### config.mk
export PLATFORM = sky130hd
export DESIGN_NAME = insn_encode
export DESIGN_NICKNAME = d
export VERILOG_FILES = /design/src/rtl/insn_encode.sv
export SDC_FILE = /design/constraint.sdc
export NUM_CORES = 1
export LEC_CHECK = 0
export BUFFER_PORTS_ARGS = -buffer_cell sky130_fd_sc_hd__buf_2
export CORE_UTILIZATION = 47
export DETAILED_ROUTE_END_ITERATION = 7
export GPL_TIMING_DRIVEN = 0
export PLACE_DENSITY_LB_ADDON = 0.05
export SKIP_LAST_GASP = 1
export SYNTH_ARGS = -nofsm -noshare
export SYNTH_HDL_FRONTEND = slang
export SYNTH_SLANG_ARGS = --single-unit
### constraint.sdc
create_clock -name clock -period 3 [get_ports clock]
set_input_delay 0 -clock clock [delete_from_list [all_inputs] [get_ports clock]]
set_output_delay 0 -clock clock [all_outputs]
set_load 0.05 [all_outputs]
### src/rtl/insn_encode.sv
// Assembles decoded MIPS field bundles into 32-bit machine words, buffers them in a
// small FIFO and writes them to consecutive instruction-memory addresses.
module insn_encode #(
  parameter int FIFO_DEPTH = 2,
  parameter int ERR_W      = 8
) (
  input  logic             clock,
  input  logic             reset_n,
  input  logic             start,
  input  logic [31:0]      start_addr,
  input  logic             in_valid,
  output logic             in_ready,
  input  logic             last_in,
  input  logic [5:0]       opcode_in,
  input  logic [4:0]       rs_in,
  input  logic [4:0]       rt_in,
  input  logic [4:0]       rd_in,
  input  logic [4:0]       sa_in,
  input  logic [5:0]       func_in,
  input  logic [25:0]      imm_in,
  output logic             mem_we,
  output logic [31:0]      mem_addr,
  output logic [31:0]      mem_wdata,
  input  logic             mem_ready,
  output logic             err_illegal,
  output logic [ERR_W-1:0] err_count,
  output logic             done
);

  localparam int PTR_W = (FIFO_DEPTH > 1) ? $clog2(FIFO_DEPTH) : 1;
  localparam int CNT_W = $clog2(FIFO_DEPTH + 1);
  localparam logic [CNT_W-1:0] DEPTH_C = CNT_W'(FIFO_DEPTH);

  typedef enum logic [1:0] {S_IDLE, S_RUN, S_DRAIN, S_DONE} state_e;

  typedef struct packed {
    logic        ok;
    logic [31:0] word;
  } enc_t;

  function automatic enc_t encode(input logic [5:0] op, input logic [4:0] rs,
                                  input logic [4:0] rt, input logic [4:0] rd,
                                  input logic [4:0] sa, input logic [5:0] fn,
                                  input logic [25:0] imm);
    enc_t e;
    e.ok   = 1'b1;
    e.word = '0;
    case (op)
      6'b000000:            e.word = {op, rs, rt, rd, sa, fn};
      6'b000010, 6'b000011: e.word = {op, imm};
      6'b001000, 6'b001001, 6'b001010, 6'b001011, 6'b001101, 6'b001110,
      6'b100011, 6'b101011, 6'b100000, 6'b101000, 6'b100100,
      6'b000100, 6'b000101, 6'b000111:
                            e.word = {op, rs, rt, imm[25:10]};
      default:              e.ok   = 1'b0;
    endcase
    return e;
  endfunction

  state_e             state_q, state_d;
  logic [CNT_W-1:0]   count_q, count_d;
  logic [PTR_W-1:0]   rd_ptr_q, rd_ptr_d;
  logic [PTR_W-1:0]   wr_ptr_q, wr_ptr_d;
  logic [31:0]        addr_q, addr_d;
  logic [ERR_W-1:0]   err_cnt_q, err_cnt_d;
  logic               err_ill_q, err_ill_d;
  logic [31:0]        fifo_mem [FIFO_DEPTH];

  enc_t enc;
  logic accept, push, pop;

  assign enc      = encode(opcode_in, rs_in, rt_in, rd_in, sa_in, func_in, imm_in);
  assign in_ready = (state_q == S_RUN) && (count_q < DEPTH_C);
  assign accept   = in_valid && in_ready;
  assign push     = accept && enc.ok;
  assign pop      = mem_we && mem_ready;

  // NOTE: every variable gets its default first so no path through the block
  // leaves one unassigned, which would otherwise infer a latch.
  always_comb begin
    state_d   = state_q;
    count_d   = count_q;
    rd_ptr_d  = rd_ptr_q;
    wr_ptr_d  = wr_ptr_q;
    addr_d    = addr_q;
    err_cnt_d = err_cnt_q;
    err_ill_d = accept && !enc.ok;

    if (pop) begin
      rd_ptr_d = rd_ptr_q + PTR_W'(1);
      addr_d   = addr_q + 32'd4;
    end
    if (push) wr_ptr_d = wr_ptr_q + PTR_W'(1);

    case ({push, pop})
      2'b10:   count_d = count_q + CNT_W'(1);
      2'b01:   count_d = count_q - CNT_W'(1);
      default: count_d = count_q;
    endcase

    if (accept && !enc.ok && !(&err_cnt_q)) err_cnt_d = err_cnt_q + ERR_W'(1);

    case (state_q)
      S_IDLE: if (start) begin
        state_d   = S_RUN;
        addr_d    = start_addr & ~32'h3;
        err_cnt_d = '0;
      end
      S_RUN:   if (accept && last_in) state_d = S_DRAIN;
      S_DRAIN: if (count_q == '0) state_d = S_DONE;
      S_DONE:  state_d = S_IDLE;
      default: state_d = S_IDLE;
    endcase
  end

  // NOTE: state uses non-blocking assignments so every flop samples the values
  // from before the edge, independent of statement order.
  always_ff @(posedge clock or negedge reset_n) begin
    if (!reset_n) begin
      state_q   <= S_IDLE;
      count_q   <= '0;
      rd_ptr_q  <= '0;
      wr_ptr_q  <= '0;
      addr_q    <= '0;
      err_cnt_q <= '0;
      err_ill_q <= 1'b0;
    end else begin
      state_q   <= state_d;
      count_q   <= count_d;
      rd_ptr_q  <= rd_ptr_d;
      wr_ptr_q  <= wr_ptr_d;
      addr_q    <= addr_d;
      err_cnt_q <= err_cnt_d;
      err_ill_q <= err_ill_d;
    end
  end

  // NOTE: the storage array is deliberately not reset; an empty FIFO (count 0)
  // already makes its contents irrelevant, and the read port is masked below.
  always_ff @(posedge clock) begin
    if (push) fifo_mem[wr_ptr_q] <= enc.word;
  end

  assign mem_we      = (count_q != '0);
  assign mem_addr    = addr_q;
  assign mem_wdata   = mem_we ? fifo_mem[rd_ptr_q] : 32'h0;
  assign err_illegal = err_ill_q;
  assign err_count   = err_cnt_q;
  assign done        = (state_q == S_DONE);

endmodule

==> summary.md, run 1 <==
| Metric | Value |
|---|---|
| Total GRT Usage | 23.0% |
| Worst Max-Slew Pin Slew | 1030 ps |
| Post-synth top area share | 34.1% |
| I/O Buffers | 164 |
| Vias in the first global route | 4652 |
| Sequential cell area | 3050 um^2 |
| Max-cap viol count | 0 |
| Drt total wl | 13.9 mm |
| Max-slew violation count | 0 |
| Net count, final | 837 |
| Syn Area/Cell | 10.8 um^2 |
| Clock Skew | 6.08 ps |
| Pleak | 3.30 nW |
| HPWL after DPL | 10.0 mm |
| Setup Crit Path Kind | register to output pin |
| Reg2reg setup slack | 780 ps |
| Num CTS Buffers | 9 |
| DIE AREA | 12400 um^2 |
| Drc violations | 11 |
| Status | finished with violations |
| Critical path required time | 3000 ps |
| Gr ovfl total | 0 |
| DR pass1 iterations | 7 |
| Core area | 11600 um^2 |
| Max Fclk | 0.448 GHz |
| Fin area | 7340 um^2 |
| Critical path endpoint category | output pin |
| Final hold vios | 0 |
| Total design power | 6.95 mW |
| Post-synth ARST share | 41.3% |
| Via count | 4700 |
| Slew HR | 31.1% |
| Row Count | 39 |
| Setup violators final | 0 |
| Post_cts resized | 0 |
| Failing checks | design-rule violations |
| Clk slew on worst S/H paths | 70 ps |
| Multi-input gate area | 2340 um^2 |
| Filler instances | 962 |
| Critical Path Fanout Max | 10 |
| Primary FF master, synth | edfxtp_1 |
| Post-synth EDFFs | 64 |
| Commonest non-fill, non-tap cell in the layout | buf_2 |
| Most frequent cells in the layout | buf_2 (173), edfxtp_1 (64), nand2_1 (51) |
| Gate power share | 49.7% |
| Placed cell count | 832 |
| Startpoint types | register |
| Worst skew pair latency | 340 ps |
| Minimum clock period | 2230 ps |
| Number of diodes | 0 |
| Power density over cell area | 948 nW/um^2 |
| Crit path DAT | 2230 ps |
| Global-route wire length before repair | 22.7 mm |
| Dominant cell type by area after synthesis | edfxtp_1 |
| PnR worst setup slack | 767 ps |
| Initial Util | 48.7% |
| Clock power frac | 19.1% |
| Share of layout cells above drive strength 1 | 28.0% |
| Tightest Hold Check Type | primary input to register |
| I/O Pins | 172 |
| Internal power | 3.60 mW |
| Clock sink count | 109 |
| Htree depth | 3 |
| Synth Warn # | 0 |
| Synthesis-stage register bit count | 109 |
| Drt wl/cell | 15.7 um |
| Sequential share of the synthesized area | 54.1% |
| Mapped cell area | 5630 um^2 |
| Switching part of the total power | 48.2% |
| Clock Tree Root | clkbuf_16 |
| Die Wd | 111 um |
| Sw Pwr | 3.35 mW |
| Area contributors post-synth | edfxtp_1 (34%), dfrtp_1 (20%), mux2i_1 (6.0%) |
| Final cell count without fillers | 881 |
| Syn Inst Count | 521 |
| Post-route ant nets | 0 |
| CTS max path bufs | 2 |
| VDD IR max | 487 uV |
| Die height | 111 um |
| Largest net degree at the start of global routing | 46 |
| Number of DRC markers in iteration 0 | 299 |
| Yosys cell types | 58 |
| Final worst path period share | 74.4% |
| Vias per cell | 5.33 |
| Initial antenna violation count | 0 |
| RSZ-0062 raised after global routing | false |
| Gpl congestion | 0.860 |
| Sequential Power Share | 31.2% |
| Place WS | 750 ps |
| Placed cell area | 6670 um^2 |
| CTS tree | yes |
| P&R area growth vs syn | 30.2% |
[synth_stat cells (2+ instances only)]
cell and n:
and2_1 9, nor2_1 46, mux2i_1 34, edfxtp_1 64
dfrtp_1 45, inv_1 27, buf_2 9, a31oi_1 3
a22oi_1 16, o211ai_1 2, or3_1 2, o21ai_0 43
clkbuf_1 20, buf_4 4, a21oi_1 6, nor3_1 4
nor4_4 3, and3_1 12, nand2b_1 3, o21a_1 2
nand3_1 11, a22o_1 10, a41o_1 3, and4_1 3
nand4_1 14, xor2_1 19, nand2_1 51, ha_1 8
xnor2_1 15, o21ai_1 4, nor2b_1 2
[power by group through the flow]
stage | sequential (mW) | combinational, mW | clock (mW)
finish | 2.17 | 3.45 | 1.33
global placement | 2.18 | 3.38 | 0
detailed placement | 2.20 | 3.43 | 0
floorplan | 2.86 | 1.89 | 0
CTS | 2.17 | 3.48 | 1.35
global route | 2.22 | 3.66 | 1.41
[sequential cells by signal (all words and copies together) (netlist names)]
name         flops
fifo_mem        64
mem_addr        30
err_count        8
count_q          2
state_q          2
err_illegal      1
rd_ptr_q         1
wr_ptr_q         1
[cell families after synthesis]
family	Yosys count	synth area share (%)
other cells	1	0.0666
buf+inv	61	4.66
compound gates	104	12.4
simple gates	169	15.5
xor+xnor	34	5.29
fa+ha+maj	8	1.78
mux	35	6.24
flops	109	54.1
[per-layer routing]
metal	wire length, um	GRT usage, %	vias to the layer above
met1	6100	30.3	2253
met4	184	5.95	0
met3	753	4.08	13
met5	0	0	-
met2	6830	39.3	144
li1	-	-	2290
[worst max-delay path, stage by stage, from the launching register on]
cell and delay (ps):
dfrtp_1 330, clkbuf_1 320, clkbuf_1 630, mux2i_1 160, nor2_1 150, buf_2 290
[path summary, 6_finish.rpt]
path                       cells after the start  startpoint               to
max                                            5    rd_ptr_q    mem_wdata[15]
min                                            2    rs_in[0]  fifo_mem[0][21]
max reg2reg                                    5  state_q[1]  fifo_mem[1][23]
min reg2reg                                    1    wr_ptr_q         wr_ptr_q
max in group asynchronous                      2     reset_n       count_q[0]
min in group asynchronous                      2     reset_n     mem_addr[17]
[per-stage QoR]
step / util, % / hold WS (ps) / TNS, ps
global placement: 57.5 / 206 / -7.65
finish: 63.4 / 5.73 / 0
CTS: 63.4 / 1.11 / 0
floorplan: - / -296 / 0
global route: 63.4 / 3.82 / 0
detailed placement: 57.7 / 207 / 0
[repair_timing]
action,in CTS,in global routing
buffers inserted,0,0
hold buffers,33,0
endpoints found under the hold margin,79,0
[area by class of cell]
cell class                      count  share of cell area, %
Sequential cell                   109                   41.5
Buffer                             34                   2.20
Multi-Input combinational cell    354                   31.9
Clock inverter                      5                   1.36
Inverter                           27                   1.38
Clock buffer                       11                   3.17
Timing Repair Buffer              198                   16.0
Tap cell                          143                   2.44
(Power assumes the default switching activity.)
==> run 2: changes to the inputs <==
- clock period: 3 -> 1.8 ns (I/O delays scaled with it)
==> summary.md, run 2 (synthesized netlist as in run 1, its figures left out) <==
| Metric | Value |
|---|---|
| Final worst path period share | 103% |
| Worst skew pair latency | 350 ps |
| Gr ovfl total | 0 |
| Max-cap viol count | 0 |
| CP Capture Point | state_q[1] |
| Drt total wl | 14.6 mm |
| Via count | 4883 |
| I/O Pins | 172 |
| Largest net degree at the start of global routing | 46 |
| PnR worst setup slack | -53.5 ps |
| Clk slew on worst S/H paths | 70 ps |
| Status | finished with violations |
| Filler instances | 925 |
| Vias in the first global route | 4742 |
| CTS max path bufs | 2 |
| P&R area growth vs syn | 38.6% |
| Setup TNS | -53.5 ps |
| CTS tree | yes |
| Most frequent cells in the layout | buf_2 (171), edfxtp_1 (64), nand2_1 (49) |
| Worst Max-Slew Pin Slew | 1050 ps |
| Post-route ant nets | 0 |
| Crit path DAT | 2090 ps |
| Startpoint types | register |
| Critical path endpoint category | register |
| Clock Tree Root | clkbuf_16 |
| Crit. Startpoint | state_q[1] |
| Share of layout cells above drive strength 1 | 41.2% |
| Initial Util | 48.7% |
| Die height | 111 um |
| Critical Path Fanout Max | 5 |
| VDD IR max | 993 uV |
| Number of diodes | 0 |
| Capture point of the worst reg-to-reg path | state_q[1] |
| Pleak | 3.45 nW |
| Htree depth | 3 |
| HPWL after DPL | 9.94 mm |
| Setup Crit Path Kind | register to register |
| Die Wd | 111 um |
| Vias per cell | 5.38 |
| Setup violators final | 1 |
| Reg2reg setup slack | -50 ps |
| Row Count | 39 |
| Gpl congestion | 0.822 |
| Total GRT Usage | 24.1% |
| Reg with most FFs | fifo_mem |
| Drt wl/cell | 16.1 um |
| R2R depth | 7 |
| Clock sink count | 109 |
| Power density over cell area | 1510 nW/um^2 |
| Core area | 11600 um^2 |
| Failing checks | design-rule violations, negative setup slack |
| Clock Skew | 7.25 ps |
| RSZ-0062 raised after global routing | true |
| Worst R2R Start | state_q[1] |
| Num CTS Buffers | 9 |
| DIE AREA | 12400 um^2 |
| Initial antenna violation count | 0 |
| Global-route wire length before repair | 23.3 mm |
| DR pass1 iterations | 6 |
| Slowest CP cell | dfrtp_1 |
| CP max stage delay | 400 ps |
| Minimum clock period | 1850 ps |
| Tightest Hold Check Type | primary input to register |
| Max Fclk | 0.540 GHz |
| CP Cell Sequence | inv_2 -> ha_4 -> and2b_4 -> and2_4 -> nand2_2 -> a222oi_1 -> mux2_2 |
| Slew HR | 29.7% |
| Place WS | -695 ps |
| Commonest non-fill, non-tap cell in the layout | buf_2 |
| Drc violations | 13 |
| I/O Buffers | 164 |
| Net count, final | 863 |
| Number of DRC markers in iteration 0 | 338 |
| Max reg flops | 64 |
| Layout Utilization | 67.5% |
| Final hold vios | 0 |
| Max-slew violation count | 0 |
| Critical path required time | 2030 ps |
run 2: stage by stage:
stage / std cells / power (mW) / instance area (um^2) / hold WS, ps
after detailed placement: 831 / 9.65 / 6840 / 211
after CTS: 895 / 11.7 / 7680 / 4.91
after global placement: 831 / 9.56 / 6840 / 202
after floorplan: 524 / 8.20 / 5840 / -296
after global routing: 907 / 12.4 / 7800 / 8.70
final: 907 / 11.8 / 7800 / 12.3
run 2: where the power goes:
part	switching (mW)	leakage, nW	internal (mW)
clock network	0.879	0.128	0.976
registers	0.573	1.12	3.17
logic	4.38	2.19	1.84
total	5.83	3.45	5.98
run 2: timing repair:
| item | CTS | global route |
|---|---|---|
| hold buffers | 44 | 0 |
| buffers inserted | 6 | 12 |
| cloned | 1 | 1 |
| pin swaps | 4 | 5 |
| endpoints found under the setup margin | 130 | 86 |
| endpoints found under the hold margin | 95 | 0 |
| gates resized for setup | 25 | 27 |
run 2: worst min-delay path by stage:
stage,start,end,slack (ps),cells after the start
after floorplan,reset_n,count_q[0],-300,0
final,func_in[4],fifo_mem[0][4],10,3
after detailed placement,start_addr[30],mem_addr[30],210,3
after global routing,rt_in[2],fifo_mem[0][18],9,2
after global placement,start_addr[24],mem_addr[24],200,3
after CTS,sa_in[1],fifo_mem[0][7],5,3
run 2: worst max-delay path, delay by kind of cell (launching register included):
family | cells | cell delay (ps)
and+or+nand+nor | 3 | 370
DFF | 1 | 400
buffers and inverters | 1 | 90
AOI/OAI and AO/OA | 1 | 360
adders and majority gates | 1 | 130
muxes | 1 | 390
run 2: area by class of cell:
type / instances / area [um^2] / area share, %
Buffer: 30 / 206 / 2.65
Multi-Input combinational cell: 356 / 2550 / 32.7
Clock buffer: 11 / 243 / 3.11
Clock inverter: 5 / 33.8 / 0.433
Sequential cell: 109 / 3080 / 39.4
Inverter: 27 / 101 / 1.30
Timing Repair Buffer: 226 / 1410 / 18.1
Tap cell: 143 / 179 / 2.29
run 2: layer usage:
layer	GRT usage (%)	routed length [um]	vias up
met5	0	0	-
li1	-	-	2350
met3	5.23	847	15
met2	41.1	7370	174
met1	30.9	6170	2344
met4	7.12	196	0
==> run 3: changes to the inputs <==
==> constraint.sdc (replaced) <==
create_clock -name clock -period 1.8 [get_ports clock]
set_input_delay 0 -clock clock [delete_from_list [all_inputs] [get_ports clock]]
set_output_delay 0 -clock clock [all_outputs]
set_load 0.005 [all_outputs]
==> summary.md, run 3 (synthesized netlist as in run 1, its figures left out) <==
| Metric | Value |
|---|---|
| Max reg flops | 64 |
| Capture point of the worst reg-to-reg path | fifo_mem[1][16] |
| Drt wl/cell | 16.2 um |
| Htree depth | 3 |
| Max-slew violation count | 0 |
| Final worst path period share | 101% |
| Setup violators final | 30 |
| Fin area | 7690 um^2 |
| Number of DRC markers in iteration 0 | 306 |
| I/O Buffers | 164 |
| Final hold slack | 6.17 ps |
| Levels on crit path | 5 |
| Commonest non-fill, non-tap cell in the layout | buf_2 |
| Drc violations | 11 |
| Max Fclk | 0.549 GHz |
| Initial Util | 48.7% |
| DIE AREA | 12400 um^2 |
| Core area | 11600 um^2 |
| Number of diodes | 0 |
| Reg with most FFs | fifo_mem |
| Crit path DAT | 1810 ps |
| Crit. Startpoint | state_q[1] |
| Tightest Hold Check Type | primary input to register |
| Sequential cell area | 3050 um^2 |
| Total GRT Usage | 24.1% |
| Critical Path Fanout Max | 32 |
| Minimum clock period | 1820 ps |
| Critical path endpoint category | register |
| Worst skew pair latency | 350 ps |
| R2R depth | 5 |
| Most frequent cells in the layout | buf_2 (172), edfxtp_1 (64), nand2_1 (49), dlygate4sd3_1 (49) |
| Worst R2R Start | state_q[1] |
| Share of layout cells above drive strength 1 | 32.9% |
| Status | finished with violations |
| Startpoint types | register |
| P&R area growth vs syn | 36.5% |
| Slowest CP cell | and3_4 |
| Power density over cell area | 1180 nW/um^2 |
| Slew HR | 30.6% |
| Global-route wire length before repair | 23.3 mm |
| Die Wd | 111 um |
| Pleak | 3.47 nW |
| CP max stage delay | 500 ps |
| Setup Crit Path Kind | register to register |
| Largest net degree at the start of global routing | 46 |
| Row Count | 39 |
| Clock Skew | 6.90 ps |
| Critical path's top delay family | simple AND/OR/NAND/NOR gates |
| Clk slew on worst S/H paths | 70 ps |
| Reg2reg setup slack | -20 ps |
| Gr ovfl total | 0 |
| HPWL after DPL | 9.94 mm |
| PnR worst setup slack | -22.1 ps |
| Die height | 111 um |
| Multi-input gate area | 2460 um^2 |
| CTS max path bufs | 2 |
| RSZ-0062 raised after global routing | true |
| Vias in the first global route | 4791 |
| Gpl congestion | 0.842 |
| Placed cell area | 6680 um^2 |
| CTS tree | yes |
| VDD IR max | 725 uV |
| Failing checks | design-rule violations, negative setup slack |
| Final cell count without fillers | 907 |
| Via count | 4850 |
| CP Cell Sequence | inv_2 -> ha_4 -> and2b_1 -> and2_4 -> and3_4 |
| Filler instances | 950 |
| Clock sink count | 109 |
| Critical path required time | 1790 ps |
| Setup TNS | -398 ps |
| Post-route ant nets | 0 |
| DR pass1 iterations | 8 |
| Clock Tree Root | clkbuf_16 |
| Max-cap viol count | 0 |
| CP Capture Point | fifo_mem[1][16] |
| Worst Max-Slew Pin Slew | 1040 ps |
| Num CTS Buffers | 9 |
| I/O Pins | 172 |
| Initial antenna violation count | 0 |
| Final hold vios | 0 |
| Placed cell count | 831 |
| Crit path buffers/inverters | 1 |
| Drt total wl | 14.7 mm |
| Net count, final | 863 |
| Vias per cell | 5.35 |
[run 3: how the worst min path moves through the flow]
| stage | from | to | slack [ps] | depth (start not counted) |
|---|---|---|---|---|
| after CTS | imm_in[3] | fifo_mem[0][3] | 0.3 | 3 |
| after global placement | start_addr[28] | mem_addr[28] | 210 | 3 |
| final | rs_in[4] | fifo_mem[1][25] | 6 | 2 |
| after floorplan | reset_n | count_q[0] | -300 | 0 |
| after detailed placement | start_addr[28] | mem_addr[28] | 210 | 3 |
| after global routing | rs_in[4] | fifo_mem[1][25] | 10 | 2 |
[run 3: repair_timing]
item / CTS / global route
gates resized for setup: 23 / 23
setup endpoints to repair: 133 / 106
hold endpoints to repair: 103 / 0
pin swaps: 8 / 5
hold buffers: 49 / 0
buffers inserted: 8 / 8
gates cloned: 1 / 0
[run 3: per-layer routing]
layer | part of all wire (%) | wire length, um | GRT usage [%]
met5 | 0 | 0 | 0
met4 | 2.8 | 413 | 11.1
met3 | 4.0 | 584 | 3.70
met2 | 50 | 7270 | 41.1
met1 | 44 | 6410 | 30.3
[run 3: report_power, final]
part	internal (mW)	total (mW)	switching, mW
sequential	3.12	3.65	0.529
combinational	1.71	3.56	1.85
clock	0.987	1.90	0.909
total	5.82	9.11	3.28
[run 3: final cells by class]
class,instances,share of cell area [%]
Clock inverter,4,0.390
Tap cell,143,2.33
Sequential cell,109,39.7
Multi-Input combinational cell,355,32.1
Timing Repair Buffer,229,18.9
Inverter,27,1.32
Clock buffer,12,3.21
Buffer,28,2.10
[run 3: per-stage QoR]
stage | util [%] | power (mW) | setup slack (ps)
global placement | 57.8 | 6.80 | -552
detailed placement | 57.8 | 6.90 | -533
floorplan | - | 5.49 | -89.8
finish | 66.5 | 9.11 | -22.1
CTS | 65.5 | 9.03 | -31.7
global route | 66.5 | 9.65 | -107
[run 3: worst register-to-register path, cell delays in order, from the launching register on]
cell,delay [ps]
dfrtp_1,390
inv_2,90
ha_4,130
and2b_1,150
and2_4,190
and3_4,500
